## config.mk

```make
export PLATFORM = sky130hd
export DESIGN_NAME = prog_loader
export DESIGN_NICKNAME = d
export VERILOG_FILES = /design/src/rtl/prog_loader_pkg.sv /design/src/rtl/prog_loader_btn_debounce.sv /design/src/rtl/prog_loader.sv
export SDC_FILE = /design/constraint.sdc
export NUM_CORES = 1
export LEC_CHECK = 0
export ABC_AREA = 1
export BUFFER_PORTS_ARGS = -buffer_cell sky130_fd_sc_hd__clkbuf_2
export CAP_MARGIN = 0
export CORE_UTILIZATION = 51
export CTS_CLUSTER_SIZE = 14
export DETAILED_ROUTE_END_ITERATION = 8
export PLACE_DENSITY_LB_ADDON = 0.15
export SYNTH_ARGS = -nofsm -noshare
export SYNTH_HDL_FRONTEND = slang
export SYNTH_SLANG_ARGS = --single-unit
```

## constraint.sdc

```tcl
create_clock -name clk -period 1.3 [get_ports clk]
set_input_delay 0.26 -clock clk [delete_from_list [all_inputs] [get_ports clk]]
set_output_delay 0.26 -clock clk [all_outputs]
set_load 0.05 [all_outputs]
```

## src/rtl/prog_loader_pkg.sv

```systemverilog
// Shared types and constants for the prog_loader entry stage:
// controller states, button indices and the instruction width.
package prog_loader_pkg;

  typedef enum logic [1:0] {
    LOAD      = 2'd0,
    RUNNING   = 2'd1,
    IMMEDIATE = 2'd2
  } state_e;

  localparam int BTN_USER = 0;
  localparam int BTN_RUN  = 1;
  localparam int INSTR_W  = 8;

endpackage

```

## src/rtl/prog_loader_btn_debounce.sv

```systemverilog
// Per-button debouncer: the level flips after DEBOUNCE_CYCLES consecutive
// samples disagree with it, and press pulses for one cycle on a rising flip.
module btn_debounce
  import prog_loader_pkg::*;
#(
  parameter int DEBOUNCE_CYCLES = 2
) (
  input  logic clk,
  input  logic clr,
  input  logic raw,
  output logic level,
  output logic press
);

  localparam int CNT_W = $clog2(DEBOUNCE_CYCLES + 1);
  localparam logic [CNT_W-1:0] CNT_ONE  = CNT_W'(1'b1);
  localparam logic [CNT_W-1:0] CNT_LAST = CNT_W'(DEBOUNCE_CYCLES - 1);

  logic [CNT_W-1:0] cnt_r;
  logic             level_r;
  logic             press_r;

  // Disagreement counter, debounced level and registered rising-edge pulse.
  always_ff @(posedge clk or posedge clr) begin
    if (clr) begin
      cnt_r   <= '0;
      level_r <= 1'b0;
      press_r <= 1'b0;
    end else begin
      press_r <= 1'b0;
      if (raw == level_r) begin
        cnt_r <= '0;
      end else if (cnt_r == CNT_LAST) begin
        cnt_r   <= '0;
        level_r <= raw;
        press_r <= raw;
      end else begin
        cnt_r <= cnt_r + CNT_ONE;
      end
    end
  end

  assign level = level_r;
  assign press = press_r;

endmodule

```

## src/rtl/prog_loader.sv

```systemverilog
// Program loader front end: debounced buttons drive LOAD/RUNNING/IMMEDIATE.
// Define PROG_LOADER_SYNC_EN to add 2-flop synchronizers on sw and btn.
module prog_loader
  import prog_loader_pkg::*;
#(
  parameter int ADDR_W          = 4,
  parameter int DEBOUNCE_CYCLES = 2
) (
  input  logic               clk,
  input  logic               clr,
  input  logic [INSTR_W-1:0] sw,
  input  logic [1:0]         btn,
  output logic               mem_we,
  output logic [ADDR_W-1:0]  mem_addr,
  output logic [INSTR_W-1:0] mem_wdata,
  output logic [ADDR_W:0]    prog_len,
  output logic               full,
  output logic               run_start,
  output logic               running,
  input  logic               cpu_done,
  output logic               imm_valid,
  output logic [INSTR_W-1:0] imm_instr,
  input  logic               imm_ready
);

  localparam logic [ADDR_W:0] CAPACITY = {1'b1, {ADDR_W{1'b0}}};
  localparam logic [ADDR_W:0] LEN_ONE  = (ADDR_W + 1)'(1'b1);

  logic [INSTR_W-1:0] sw_s;
  logic [1:0]         btn_s;

`ifdef PROG_LOADER_SYNC_EN
  logic [INSTR_W-1:0] sw_meta_r;
  logic [INSTR_W-1:0] sw_sync_r;
  logic [1:0]         btn_meta_r;
  logic [1:0]         btn_sync_r;

  // Two-flop synchronizers for the asynchronous board inputs.
  always_ff @(posedge clk or posedge clr) begin
    if (clr) begin
      sw_meta_r  <= '0;
      sw_sync_r  <= '0;
      btn_meta_r <= 2'b00;
      btn_sync_r <= 2'b00;
    end else begin
      sw_meta_r  <= sw;
      sw_sync_r  <= sw_meta_r;
      btn_meta_r <= btn;
      btn_sync_r <= btn_meta_r;
    end
  end

  assign sw_s  = sw_sync_r;
  assign btn_s = btn_sync_r;
`else
  assign sw_s  = sw;
  assign btn_s = btn;
`endif

  logic user_level_s;
  logic run_level_s;
  logic user_press_s;
  logic run_press_s;
  logic [1:0] unused_levels_s;

  btn_debounce #(.DEBOUNCE_CYCLES(DEBOUNCE_CYCLES)) u_user_db (
    .clk   (clk),
    .clr   (clr),
    .raw   (btn_s[BTN_USER]),
    .level (user_level_s),
    .press (user_press_s)
  );

  btn_debounce #(.DEBOUNCE_CYCLES(DEBOUNCE_CYCLES)) u_run_db (
    .clk   (clk),
    .clr   (clr),
    .raw   (btn_s[BTN_RUN]),
    .level (run_level_s),
    .press (run_press_s)
  );

  assign unused_levels_s = {run_level_s, user_level_s};

  state_e             state_r;
  state_e             next_state_s;
  logic               mem_we_r,    mem_we_s;
  logic [ADDR_W-1:0]  mem_addr_r,  mem_addr_s;
  logic [INSTR_W-1:0] mem_wdata_r, mem_wdata_s;
  logic [ADDR_W:0]    prog_len_r,  prog_len_s;
  logic               full_r;
  logic               run_start_r, run_start_s;
  logic               running_r;
  logic               imm_valid_r, imm_valid_s;
  logic [INSTR_W-1:0] imm_instr_r, imm_instr_s;

  // Controller state register.
  always_ff @(posedge clk or posedge clr) begin
    if (clr) begin
      state_r <= LOAD;
    end else begin
      state_r <= next_state_s;
    end
  end

  // Next-state and next-output decode; run beats user on a same-cycle press.
  always_comb begin
    next_state_s = state_r;
    mem_we_s     = 1'b0;
    mem_addr_s   = mem_addr_r;
    mem_wdata_s  = mem_wdata_r;
    prog_len_s   = prog_len_r;
    run_start_s  = 1'b0;
    imm_valid_s  = imm_valid_r;
    imm_instr_s  = imm_instr_r;
    case (state_r)
      LOAD: begin
        if (run_press_s) begin
          if (prog_len_r != '0) begin
            run_start_s  = 1'b1;
            next_state_s = RUNNING;
          end else begin
            next_state_s = LOAD;
          end
        end else if (user_press_s && !full_r) begin
          mem_we_s    = 1'b1;
          mem_addr_s  = prog_len_r[ADDR_W-1:0];
          mem_wdata_s = sw_s;
          prog_len_s  = prog_len_r + LEN_ONE;
        end else begin
          next_state_s = LOAD;
        end
      end
      RUNNING: begin
        if (cpu_done) begin
          next_state_s = IMMEDIATE;
        end else begin
          next_state_s = RUNNING;
        end
      end
      IMMEDIATE: begin
        if (imm_valid_r) begin
          // Pending immediate blocks both buttons until the core takes it.
          if (imm_ready) begin
            imm_valid_s = 1'b0;
          end else begin
            imm_valid_s = 1'b1;
          end
        end else if (run_press_s) begin
          run_start_s  = 1'b1;
          next_state_s = RUNNING;
        end else if (user_press_s) begin
          imm_valid_s = 1'b1;
          imm_instr_s = sw_s;
        end else begin
          next_state_s = IMMEDIATE;
        end
      end
      default: begin
        next_state_s = LOAD;
      end
    endcase
  end

  // Registered outputs and program bookkeeping.
  always_ff @(posedge clk or posedge clr) begin
    if (clr) begin
      mem_we_r    <= 1'b0;
      mem_addr_r  <= '0;
      mem_wdata_r <= '0;
      prog_len_r  <= '0;
      full_r      <= 1'b0;
      run_start_r <= 1'b0;
      running_r   <= 1'b0;
      imm_valid_r <= 1'b0;
      imm_instr_r <= '0;
    end else begin
      mem_we_r    <= mem_we_s;
      mem_addr_r  <= mem_addr_s;
      mem_wdata_r <= mem_wdata_s;
      prog_len_r  <= prog_len_s;
      full_r      <= (prog_len_s == CAPACITY);
      run_start_r <= run_start_s;
      running_r   <= (next_state_s == RUNNING);
      imm_valid_r <= imm_valid_s;
      imm_instr_r <= imm_instr_s;
    end
  end

  assign mem_we    = mem_we_r;
  assign mem_addr  = mem_addr_r;
  assign mem_wdata = mem_wdata_r;
  assign prog_len  = prog_len_r;
  assign full      = full_r;
  assign run_start = run_start_r;
  assign running   = running_r;
  assign imm_valid = imm_valid_r;
  assign imm_instr = imm_instr_r;

endmodule

```

; Word-level counts from Yosys, hierarchy flattened
; Cells that the tools add are included.
[op_classes]
add_sub_neg = 3
eq_ne = 8
mux = 31
n_bitwise = 4
reduce_logical = 8
[op_table]
columns = cell, n
row1 = $mux W2, 10
row2 = $mux W1, 16
row3 = $mux W5, 3
row4 = $eq A2 B1 Y1 const B, 4
row5 = $pmux W2 S3, 1
row6 = $add A5 B1 Y5 const B, 1
row7 = $eq A5 B5 Y1 const B, 1
row8 = $reduce_bool A5 Y1, 1
row9 = $add A2 B1 Y2 const B, 2
row10 = $not A1 Y1, 4
row11 = $reduce_and A2 Y1, 2
row12 = $reduce_and A4 Y1, 1
row13 = $reduce_and A3 Y1, 1
row14 = $eq A1 B1 Y1, 2
row15 = $eq A2 B2 Y1 const B, 1
row16 = $logic_not A2 Y1, 1
row17 = $pmux W1 S2, 1
row18 = $logic_and A1 B1 Y1, 1
row19 = $logic_not A1 Y1, 1
[word_totals]
reg_bits = 40
in_bits = 14
out_inout_bits = 30
word_cells = 70

; Logic depth before layout (Yosys ltp)
[logic_depth]
word_depth = 6
mapped_depth = 9
depth_no_buf = 9

; Modules after synthesis
; A second synthesis with hierarchy kept.
[unflattened]
hier_cells = 178
hier_area_um2 = 1650.3
[modules_own_cells]
columns = mod, n_inst, cells_per_inst, area_each_um2, seq_area_each_um2
row1 = prog_loader, 1, 142, 1332.5, 800.8
row2 = btn_debounce, 2, 18, 158.9, 100.1

; Least setup slack after synthesis
; Ideal clock, no wire load.
[synth_timing]
path_type = register -> register
start = register prog_len_r[0], in the netlist prog_len[0]
end = register full_r, in the netlist full
setup_ns = 0.069
t_arrival_ns = 1.449
required_time_ns = 1.231
setup_slack_ns = -0.218
stages_incl_launch_ff = 7
path_buffers = 0
period_less_slack_ns = 1.518
cell_sequence = dfrtp_1 inv_1 ha_1 nand3b_1 nand2_1 nand3_2 nor2_2
[synth_via]
elab_chain_len = 5
[synth_lines]
columns = element, line_no
row1 = start: declaration, prog_loader.sv:89  ; logic [ADDR_W:0] prog_len_r, prog_len_s;
row2 = start signal: assignment, prog_loader.sv:180  ; prog_len_r <= prog_len_s;
row3 = $add A5 B1 Y5, prog_loader.sv:128  ; prog_len_s = prog_len_r + LEN_ONE;
row4 = $mux W5, prog_loader.sv:124  ; end else if (user_press_s && !full_r) begin
row5 = $mux W5, prog_loader.sv:117  ; if (run_press_s) begin
row6 = $mux W5 (*), prog_loader.sv:115  ; case (state_r)
row7 = $eq A5 B5 Y1 (*), prog_loader.sv:181  ; full_r <= (prog_len_s == CAPACITY);
row8 = end signal: assignment, prog_loader.sv:181
row9 = end: declaration, prog_loader.sv:90  ; logic full_r;
; Every way passes the cells marked *; elsewhere a longest branch is shown, timed or not.
; A chain may end at the register's enable or synchronous reset.

; Worst setup path in the final report
[layout_timing]
start = register imm_valid_r, in the netlist imm_valid
end = register imm_instr_r[7], in the netlist imm_instr[7]
[layout_via]
elab_chain_len = 2
[layout_lines]
columns = element, line_no
row1 = start: declaration, prog_loader.sv:93  ; logic imm_valid_r, imm_valid_s;
row2 = start signal: assignment, prog_loader.sv:184  ; imm_valid_r <= imm_valid_s;
row3 = $not A1 Y1 (no line), n/a
row4 = $reduce_and A4 Y1 (no line), n/a
row5 = end signal: assignment, prog_loader.sv:185  ; imm_instr_r <= imm_instr_s;
row6 = end: declaration, prog_loader.sv:94  ; logic [INSTR_W-1:0] imm_instr_r, imm_instr_s;
; No other way between the ends.

==> qor.txt <==
Synth top area share - 0.5895
die span in x - 59.70 um
Hold Startpoint - sw[1]
Critical Path Fanout Max - 9
most numerous cell in the Yosys netlist - nand2_1
register area share after synthesis - 0.5895
violated checks - negative setup slack
DR pass1 iterations - 4
flop2flop setup slack - -3 ps
number of max-cap violations - 0
antenna violations before repair - 0
Min-Delay Endpoint - imm_instr[1]$_DFFE_PP0P_
Pleak - 1.144 nW
Ports - 44
Die Span Y - 59.70 um
Synth Instances - 175
CTS Buf Count - 5
nets@finish - 247
Tot Pwr - 6.089 mW
Slew @ Worst Pin - 430.5 ps
Yosys top cell by area - dfrtp_1
post-route ant nets - 0
pin count of the biggest net entering global routing - 41
Port Buffers - 43
Layout Skew - 8.183 ps
Min Hold Slack - 140.7 ps
die area - 3564 um^2
RR Startpoint - imm_valid$_DFFE_PP0N_
maximum clock frequency - 0.7677 GHz
Worst setup SP type - flip-flop
Yosys warning count - 0
Synth top cells by count - 46 x nand2_1, 40 x dfrtp_1, 23 x inv_1, 11 x o21ai_1, 9 x nor2_1
GRT overflow - 0
Area Growth Syn to Fin - 30.14%
worst setup margin - -2.514 ps
Via-to-Cell Ratio - 4.830
ANT cells - 0
Syn Std Cell Area - 1698 um^2
post-DP HPWL - 2333 um
Hold Fails Final Rpt - 0
clk root buf - clkbuf_4
share of layout cells above drive strength 1 - 0.4095
Tmin final - 1303 ps
drt drc - 0
max-slew violation count - 0
worst r2r dst - imm_instr[7]$_DFFE_PP0P_
vias - 1333
Worst Hold Depth - 3
clock slew at reported path FFs - 120 ps
Worst path top cell family by delay - simple AND/OR/NAND/NOR gates
Clock Tree Buf Depth - 2
Layout Utilization - 0.7121
CTS H-tree depth - 2
period utilization - 1.002
Worst Reg-to-Reg Cells - 4
Synth Net Count - 191
Crit Path Class - flip-flop to flip-flop
clock latency on the worst-skew pair - 350 ps
RSZ-0062 raised after global routing - true
status - finished, violations left
final setup vio count - 1
Slew headroom - 0.7119
main flop type after synthesis - dfrtp_1
post-synthesis async set-or-reset flop share - 1.000
CP bufs+invs - 0
1st-iter DRT viols - 39
Crit path arrival time - 1560 ps
drt total wl - 3462 um
Core ar. - 3103 um^2
row cnt - 20
PD cells - 2756 nW/um^2
worst-path cell chain - nor2_1 > nand3_4 > nand2_1 > o21ai_2
worst vdd ir - 1.458 mV
initial core utilization - 0.5472
WL per Instance - 12.54 um
vias in the first global route - 1245
Yosys cell types - 23
number of flops mapped to enable cells by yosys - 0
Synth area leaders - dfrtp_1 59%, nand2_1 10%, inv_1 5.1%
WP data required - 1550 ps
crit path from - imm_valid$_DFFE_PP0N_
crit path capture type - flip-flop
CP max stage delay - 450 ps
clk sink count - 40
critical path's slowest cell - dfrtp_2
CTS tree - built
syn avg cell area - 9.702 um^2
flops & latches, synth - 40
first-pass GRT wire length - 5554 um
GPL Wtd Cong - 0.8465
Tightest Hold Check Type - primary input to flip-flop
GRT Overall Usage - 0.2177
==> placed cells by master (no fill, tap or decap), types with 3 or more instances in the layout <==
cell type  synthesis  final
buf_2              2     10
buf_4              0      8
clkbuf_2           0     23
clkbuf_4           0      9
clkbuf_8           0      3
dfrtp_1           40     34
dfrtp_2            0      6
inv_1             23     20
inv_2              4      7
nand2_1           46     44
nand2_2            1      3
nand3_1            8      5
nand3_2            1      4
nand3_4            2      3
nor2_1             9      7
nor2_2             3      4
nor2_4             2      3
o21ai_1           11     11
o21ai_2            8      8
==> per-stage QoR <==
step	std cells	setup TNS [ps]	instance area, um^2	worst slack [ps]
4_1_cts	272	0	2140	0.5301
6_report	276	-2.514	2210	-2.514
3_3_place_gp	262	0	1998	46.72
2_1_floorplan	175	-228.5	1702	-24.52
3_5_place_dp	262	0	1998	2.948
5_1_grt	276	-456.0	2210	-72.08
==> timing repair <==
| action | in CTS | in global routing |
|---|---|---|
| buffers inserted | 0 | 4 |
| gates cloned | 1 | 0 |
| resized for setup | 12 | 30 |
| hold buffers | 1 | 0 |
| pin swaps | 1 | 3 |
| hold endpoints to repair | 40 | 0 |
| endpoints found under the setup margin | 10 | 39 |
==> metal layers <==
metal | GRT usage | wire, um
met4 | 0.09302 | 49
met5 | 0 | 0
met2 | 0.3302 | 1675
met3 | 0.06926 | 180
met1 | 0.2880 | 1556
==> worst min-delay path, delay by kind of cell <==
kind / cells / cell delay (ps)
AOI/OAI and AO/OA: 1 / 60
buffers and inverters: 2 / 150
==> cell type report <==
cell class	instances	area [um^2]
fill	256	893.4
timing repair buffer	51	346.6
clock inverter	2	35.03
sequential	40	1008
multi-input combinational	106	621.8
inverter	27	101.3
tap	44	55.05
clock buffer	6	41.29
==> sequential cells by signal, summed over array words and instances (netlist names), 2 cells and up <==
register         cells
mem_wdata            8
prog_len             5
imm_instr            8
mem_addr             4
u_run_db.cnt_r       2
u_user_db.cnt_r      2
state_r              2
==> cells by family after synthesis <==
group                      synth area share
DFF                                  0.5895
xor gates and xnor gates            0.01032
adders and majority gates           0.01474
and+or+nand+nor                      0.2218
buffers and inverters               0.07221
AOI/OAI and AO/OA                   0.09138
==> worst max path at each step <==
stage                                     endpoint  cells after the start  slack, ps
after detailed placement  imm_instr[7]$_DFFE_PP0P_                      4          3
after global placement    imm_instr[6]$_DFFE_PP0P_                      4         50
after floorplan                     full$_DFF_PP0_                      6        -20
after CTS                              prog_len[3]                      1        0.5
after global routing                full$_DFF_PP0_                      9        -70
final                     imm_instr[7]$_DFFE_PP0P_                      4         -3
==> power by group <==
| part | internal, mW | total [mW] | switching, mW |
|---|---|---|---|
| Combinational | 0.886 | 3.18 | 2.29 |
| Clock | 0.403 | 0.808 | 0.405 |
| Sequential | 1.73 | 2.11 | 0.372 |
(Power assumes the default switching activity.)
